## config.mk

```make
export PLATFORM = sky130hd
export DESIGN_NAME = seq_divider
export DESIGN_NICKNAME = d
export VERILOG_FILES = /design/src/rtl/seq_divider.sv
export SDC_FILE = /design/constraint.sdc
export NUM_CORES = 1
export LEC_CHECK = 0
export CORE_MARGIN = 2
export CORE_UTILIZATION = 40
export DETAILED_ROUTE_END_ITERATION = 10
export GPL_TIMING_DRIVEN = 0
export PLACE_DENSITY = 0.6
export SYNTH_ARGS = -nofsm -noshare
export SYNTH_HDL_FRONTEND = slang
export SYNTH_SLANG_ARGS = --single-unit
```

## constraint.sdc

```tcl
create_clock -name clock -period 35 [get_ports clock]
set_input_delay 10.5 -clock clock [delete_from_list [all_inputs] [get_ports clock]]
set_output_delay 10.5 -clock clock [all_outputs]
set_load 0.03 [all_outputs]
```

## src/rtl/seq_divider.sv

```systemverilog
// seq_divider: multi-cycle integer divider, 2*WIDTH-bit dividend by WIDTH-bit
// divisor, one quotient bit per clock using a non-restoring core.
//
// Ports:
//   clock        sole clock, rising edge
//   reset        asynchronous, active-high
//   start        request, sampled only while idle (done=1)
//   signed_mode  1 = two's-complement operands, sampled with start
//   numerator    2*WIDTH-bit dividend, sampled with start
//   denominator  WIDTH-bit divisor, sampled with start
//   quotient     WIDTH-bit result, held until the next result is written
//   remainder    WIDTH-bit result, held until the next result is written
//   done         1 = idle with result valid, 0 = busy
//   div_zero     last operation had a zero divisor
//   overflow     last operation's quotient did not fit in WIDTH bits
//
// Latency is fixed: done returns on the (WIDTH+3)-th edge after acceptance.
module seq_divider #(
  parameter int WIDTH = 32
) (
  input  logic                 clock,
  input  logic                 reset,
  input  logic                 start,
  input  logic                 signed_mode,
  input  logic [2*WIDTH-1:0]   numerator,
  input  logic [WIDTH-1:0]     denominator,
  output logic [WIDTH-1:0]     quotient,
  output logic [WIDTH-1:0]     remainder,
  output logic                 done,
  output logic                 div_zero,
  output logic                 overflow
);

  localparam int CW = $clog2(WIDTH);
  localparam logic [WIDTH-1:0] HALF = {1'b1, {(WIDTH-1){1'b0}}};

  typedef enum logic [2:0] {IDLE, PREP, ITER, FIX, DONE} state_t;
  state_t state;

  // captured operands
  logic [2*WIDTH-1:0] n_raw;
  logic [WIDTH-1:0]   d_raw;
  logic               smode;

  // iteration state: part is the signed partial remainder, qsh holds the
  // unconsumed dividend bits and collects quotient bits from the bottom
  logic [WIDTH:0]     part;
  logic [WIDTH-1:0]   qsh;
  logic [WIDTH-1:0]   dvs;
  logic               q_neg;
  logic               r_neg;
  logic               err_zero;
  logic               err_ovf;
  logic [CW-1:0]      cnt;

  // final results staged between FIX and DONE
  logic [WIDTH-1:0]   res_q;
  logic [WIDTH-1:0]   res_r;
  logic               res_dz;
  logic               res_ov;

  logic [2*WIDTH-1:0] n_mag;
  logic [WIDTH-1:0]   d_mag;
  logic [WIDTH:0]     shifted;
  logic [WIDTH:0]     step;
  logic [WIDTH-1:0]   rem_mag;
  logic               ovf_fix;

  always_comb begin
    n_mag = n_raw;
    if (smode && n_raw[2*WIDTH-1]) n_mag = -n_raw;
    d_mag = d_raw;
    if (smode && d_raw[WIDTH-1]) d_mag = -d_raw;

    // The MSB of part is dropped by the shift: the true value of the next
    // partial remainder always lies in [-|D|, |D|), so WIDTH+1-bit modular
    // arithmetic yields it exactly and its MSB is the true sign.
    shifted = {part[WIDTH-1:0], qsh[WIDTH-1]};
    step    = part[WIDTH] ? shifted + {1'b0, dvs} : shifted - {1'b0, dvs};

    rem_mag = part[WIDTH] ? part[WIDTH-1:0] + dvs : part[WIDTH-1:0];

    // a negative result may reach magnitude 2^(WIDTH-1), a positive one not
    ovf_fix = err_ovf || (smode && (q_neg ? (qsh > HALF) : (qsh >= HALF)));

    done = (state == IDLE);
  end

  always_ff @(posedge clock or posedge reset) begin
    if (reset) begin
      state     <= IDLE;
      n_raw     <= '0;
      d_raw     <= '0;
      smode     <= 1'b0;
      part      <= '0;
      qsh       <= '0;
      dvs       <= '0;
      q_neg     <= 1'b0;
      r_neg     <= 1'b0;
      err_zero  <= 1'b0;
      err_ovf   <= 1'b0;
      cnt       <= '0;
      res_q     <= '0;
      res_r     <= '0;
      res_dz    <= 1'b0;
      res_ov    <= 1'b0;
      quotient  <= '0;
      remainder <= '0;
      div_zero  <= 1'b0;
      overflow  <= 1'b0;
    end else begin
      case (state)
        IDLE: begin
          if (start) begin
            n_raw <= numerator;
            d_raw <= denominator;
            smode <= signed_mode;
            state <= PREP;
          end
        end
        PREP: begin
          dvs      <= d_mag;
          part     <= {1'b0, n_mag[2*WIDTH-1:WIDTH]};
          qsh      <= n_mag[WIDTH-1:0];
          q_neg    <= smode && (n_raw[2*WIDTH-1] ^ d_raw[WIDTH-1]);
          r_neg    <= smode && n_raw[2*WIDTH-1];
          err_zero <= (d_mag == '0);
          err_ovf  <= (n_mag[2*WIDTH-1:WIDTH] >= d_mag);
          cnt      <= '0;
          state    <= ITER;
        end
        ITER: begin
          // NOT(new sign) is the restoring-equivalent quotient bit, so the
          // collected bits are the final magnitude quotient as they stand.
          part <= step;
          qsh  <= {qsh[WIDTH-2:0], ~step[WIDTH]};
          cnt  <= cnt + CW'(1);
          if (cnt == CW'(WIDTH-1)) state <= FIX;
        end
        FIX: begin
          res_dz <= err_zero;
          res_ov <= !err_zero && ovf_fix;
          if (err_zero) begin
            res_q <= '1;
            res_r <= n_raw[WIDTH-1:0];
          end else if (ovf_fix) begin
            res_q <= '1;
            res_r <= '0;
          end else begin
            res_q <= q_neg ? -qsh : qsh;
            res_r <= r_neg ? -rem_mag : rem_mag;
          end
          state <= DONE;
        end
        DONE: begin
          quotient  <= res_q;
          remainder <= res_r;
          div_zero  <= res_dz;
          overflow  <= res_ov;
          state     <= IDLE;
        end
        default: state <= IDLE;
      endcase
    end
  end

endmodule

```

==> results summary <==
The number of storage elements in the synthesis netlist came out at about 340. STA classifies the critical path endpoint as a flip-flop. The antenna diode count is 0. Max-cap violations in this run came to 0. The initialized floorplan defines between 80 and 90 standard-cell rows. The die covers 0.0560 mm².

The maximum number of pins on one net before global-route repair came out at 128. In the synthesized netlist the dominant register cell turns out to be sky130_fd_sc_hd__dfrtp_1. The number of pins with negative max-slew slack in the final report is 0. Of the post-synthesis cell area, the dominant cell type holds 0.391.

The measured slew at the worst slew-check pin is approximately 1.2 ns. The highest achievable clock rate is 78.7 MHz. The global routing met3 resource utilization came out at 0.0300.

The number of synthesized flops with an enable pin is 0. The die height came out at around 240 µm. The mean instance size in the synthesized netlist came out at between 9 and 10 µm². The detailed-route DRC error count is 0. Setup repair after global routing left no endpoint under its margin. The met2 usage came out at 0.429. Summing all placed instances gives a cell area of around 0.024 mm².

The worst pin sits at a relative slew slack of 0.228. The number of iterations in the first detailed-routing pass is 5. The final critical-path required period came out at 12.71 ns.

The area occupied by multi-input gates came out at about 0.013 mm². The clock tree synthesis step divided the H-tree into 2 levels. The number of nets in the synthesized netlist is ~2500. The utilization after layout came out at 0.478. The remaining global-route overflow came out at 0. The number of nets at the end of the flow came out at ~2700. The number of antenna violations at the first check in global routing is 1. Of all flip-flops after synthesis, the portion carrying an async set or reset was 1.00. Of the synthesized area, sequential elements account for 0.391. The clock net sink count is ~340.

On the final layout, the worst clock skew is between 0.02 and 0.03 ns. The worst setup path is launched from an input port. The signed area change from the synthesized netlist to the final layout came out at 18.5%. The number of distinct standard cells referenced by the synthesized netlist came out at about 90. The number of global-route vias before repair is 18732. The total negative slack is 0 ns. The filler cells instantiated in the layout total around 5100. The start-to-end type of the worst setup path is in2reg. The global-route wire length before repair came out at 111000 µm. The count of boundary I/O pins came out at ~170. In this run the clock root is driven by a sky130_fd_sc_hd__clkbuf_16. The post-CTS resize count came out at 0.

Clock latency on the worst-skew pair, taken at its later pin, is around 0.58 ns. Sorting the synthesized cells by area gives the leading types as sky130_fd_sc_hd__dfrtp_1 39%, sky130_fd_sc_hd__mux2_2 8.2%, sky130_fd_sc_hd__ha_1 6.0%, sky130_fd_sc_hd__xor2_1 5.1%, sky130_fd_sc_hd__o21ai_0 4.5%. Dividing the detail-routed via count by the number of cells gives 5.82. Detailed routing inserted a total of 18890 vias. The initial detailed-routing violation count came out at roughly 1200. The run finished with clean final reports. Dividing the final minimum period by the clock period gives 0.363. After detailed routing, the average wire length per cell comes to around 22 µm. The effective utilization at floorplan is 0.403. The highest fanout seen on the critical path came out at 10. The global routing stage identified its most utilized layer as met2. The number of buffers on the longest clock path came out at 3. The cell area that synthesis handed to floorplanning was between 0.02 and 0.025 mm². In the layout the commonest cells are 338 x sky130_fd_sc_hd__dfrtp_1, 195 x sky130_fd_sc_hd__o21ai_0, 184 x sky130_fd_sc_hd__nor2_1, 169 x sky130_fd_sc_hd__nand2_1, 166 x sky130_fd_sc_hd__clkdlybuf4s50_1. Synthesis produced between 2000 and 2500 cells. The tightest min-delay check is of the reg2reg type.

For the worst setup path, the data required time is between 30 and 40 ns. The HPWL reported at the end of detailed placement is about 57000 µm. The count of final setup violators came out at 0. The leading cell type in the layout, fill and taps excluded is sky130_fd_sc_hd__dfrtp_1. TritonCTS built the clock tree. The core region area is 0.0537 mm². The area used by sequential logic in the layout is between 0.008 and 0.009 mm². The largest total area in the synthesized netlist belongs to sky130_fd_sc_hd__dfrtp_1. Yosys printed 0 warnings. In the global route stage, met1 resource usage came out at 0.330. The number of routed nets with antenna violations is 0. Counting the buffers created by CTS gives 41. The fraction of final layout cells sized beyond drive strength 1 is 0.104. After clock tree synthesis, the clock-pin slew on the worst setup and hold paths is around 0.060 ns.

The number of failing hold endpoints at the final stage is 0. The total wire length is approximately 70000 µm. The total track usage came out at 0.256. The chip width came out at ~240 µm. The routability congestion estimate from global placement is roughly 0.97. The number of input and output port buffers inserted is 166. Hold repair after CTS inserted 0 buffers. Data on the critical path arrives at its endpoint at about 13 ns.

The area of all placed cells without fillers came out at 0.0257 mm². The number of setup buffers added after CTS came out at 0.
==> stage by stage <==
step	setup WS, ns	instances	hold slack [ns]
after floorplan	15.13	2311	0.441
after global placement	10.90	3173	0.470
after detailed placement	21.64	3176	0.472
after CTS	22.22	3245	0.485
after global routing	22.17	3245	0.517
final	22.29	3245	0.486
==> cell type report <==
cell class | instances | share of cell area
timing repair buffer | 169 | 0.0680
buffer | 125 | 0.0189
tap | 696 | 0.0339
clock inverter | 19 | 0.0100
multi-input combinational | 1801 | 0.489
sequential | 338 | 0.330
clock buffer | 50 | 0.0436
inverter | 47 | 0.00717
==> cells in the mapped netlist, types with 5 or more instances <==
| master | n |
|---|---|
| sky130_fd_sc_hd__nor3_1 | 64 |
| sky130_fd_sc_hd__a31oi_1 | 46 |
| sky130_fd_sc_hd__o21a_1 | 12 |
| sky130_fd_sc_hd__dfrtp_1 | 338 |
| sky130_fd_sc_hd__and3_1 | 17 |
| sky130_fd_sc_hd__a211oi_1 | 7 |
| sky130_fd_sc_hd__nand3b_1 | 6 |
| sky130_fd_sc_hd__a221oi_1 | 10 |
| sky130_fd_sc_hd__a21oi_1 | 154 |
| sky130_fd_sc_hd__xor2_1 | 126 |
| sky130_fd_sc_hd__a22oi_1 | 43 |
| sky130_fd_sc_hd__mux2_2 | 158 |
| sky130_fd_sc_hd__nor4_1 | 22 |
| sky130_fd_sc_hd__nand4_1 | 22 |
| sky130_fd_sc_hd__mux2i_1 | 15 |
| sky130_fd_sc_hd__nor3b_1 | 7 |
| sky130_fd_sc_hd__a21o_1 | 35 |
| sky130_fd_sc_hd__o211ai_1 | 17 |
| sky130_fd_sc_hd__and4_1 | 5 |
| sky130_fd_sc_hd__nand2b_1 | 32 |
| sky130_fd_sc_hd__or4_1 | 14 |
| sky130_fd_sc_hd__clkbuf_1 | 102 |
| sky130_fd_sc_hd__o41ai_1 | 13 |
| sky130_fd_sc_hd__o22ai_1 | 11 |
| sky130_fd_sc_hd__o21bai_1 | 9 |
| sky130_fd_sc_hd__buf_2 | 7 |
| sky130_fd_sc_hd__nor2b_1 | 11 |
| sky130_fd_sc_hd__nor2_1 | 184 |
| sky130_fd_sc_hd__o21ai_0 | 195 |
| sky130_fd_sc_hd__or3_1 | 18 |
| sky130_fd_sc_hd__xnor2_1 | 97 |
| sky130_fd_sc_hd__a221o_1 | 8 |
| sky130_fd_sc_hd__and2_1 | 14 |
| sky130_fd_sc_hd__or2_2 | 6 |
| sky130_fd_sc_hd__nand3_1 | 26 |
| sky130_fd_sc_hd__a21boi_0 | 7 |
| sky130_fd_sc_hd__ha_1 | 103 |
| sky130_fd_sc_hd__a22o_1 | 5 |
| sky130_fd_sc_hd__inv_1 | 47 |
| sky130_fd_sc_hd__buf_1 | 15 |
| sky130_fd_sc_hd__o31ai_1 | 37 |
| sky130_fd_sc_hd__nand2_1 | 169 |
==> state kept, by name, summed over array words and instances, names as in the netlist <==
register and flops:
n_raw 64, part 33, d_raw 32, dvs 32
qsh 32, quotient 32, remainder 32, res_q 32
res_r 32, cnt 5, state 3, div_zero 1
err_ovf 1, err_zero 1, overflow 1, q_neg 1
r_neg 1, res_dz 1, res_ov 1, smode 1
==> per-layer routing <==
layer  up-vias  share of wire  routed length [µm]
met5         -              0                   0
met2       623           0.47               34000
met1      9258           0.42               30500
met3       145          0.052                3770
li1       8864              -                   -
met4         0          0.051                3670
==> path summary, 6_finish.rpt <==
check | endpoint | start | slack (ns) | cells after the start
hold reg to reg | res_dz$_DFFE_PP0P_ | res_dz$_DFFE_PP0P_ | 0.49 | 2
setup reg to reg | qsh[0]$_DFFE_PP0P_ | part[32]$_DFFE_PP0P_ | 27.13 | 21
max in group asynchronous | n_raw[38]$_DFFE_PP0P_ | reset | 23.41 | 4
min in group asynchronous | remainder[29]$_DFFE_PP0N_ | reset | 10.22 | 2
setup / recovery | n_raw[42]$_DFFE_PP0P_ | start | 22.29 | 6
hold / removal | res_dz$_DFFE_PP0P_ | res_dz$_DFFE_PP0P_ | 0.49 | 2
==> kinds of logic after synthesis <==
kind of cell	Yosys count	synth area share
and+or+nand+nor	642	0.145
muxes	173	0.0891
AOI/OAI and AO/OA	658	0.193
DFF	338	0.391
adders and majority gates	105	0.0614
buffers and inverters	172	0.0306
xor gates and xnor gates	223	0.0902
==> worst max-delay path: stages <==
cell and delay (ns):
sky130_fd_sc_hd__clkdlybuf4s50_1 0.48, sky130_fd_sc_hd__and2_1 0.12, sky130_fd_sc_hd__clkbuf_1 0.45, sky130_fd_sc_hd__buf_1 0.51
sky130_fd_sc_hd__clkbuf_1 0.67, sky130_fd_sc_hd__mux2_2 0.41
Power is not shown: default switching activity piles up to over one toggle a cycle in this logic, so the estimate is an artifact.
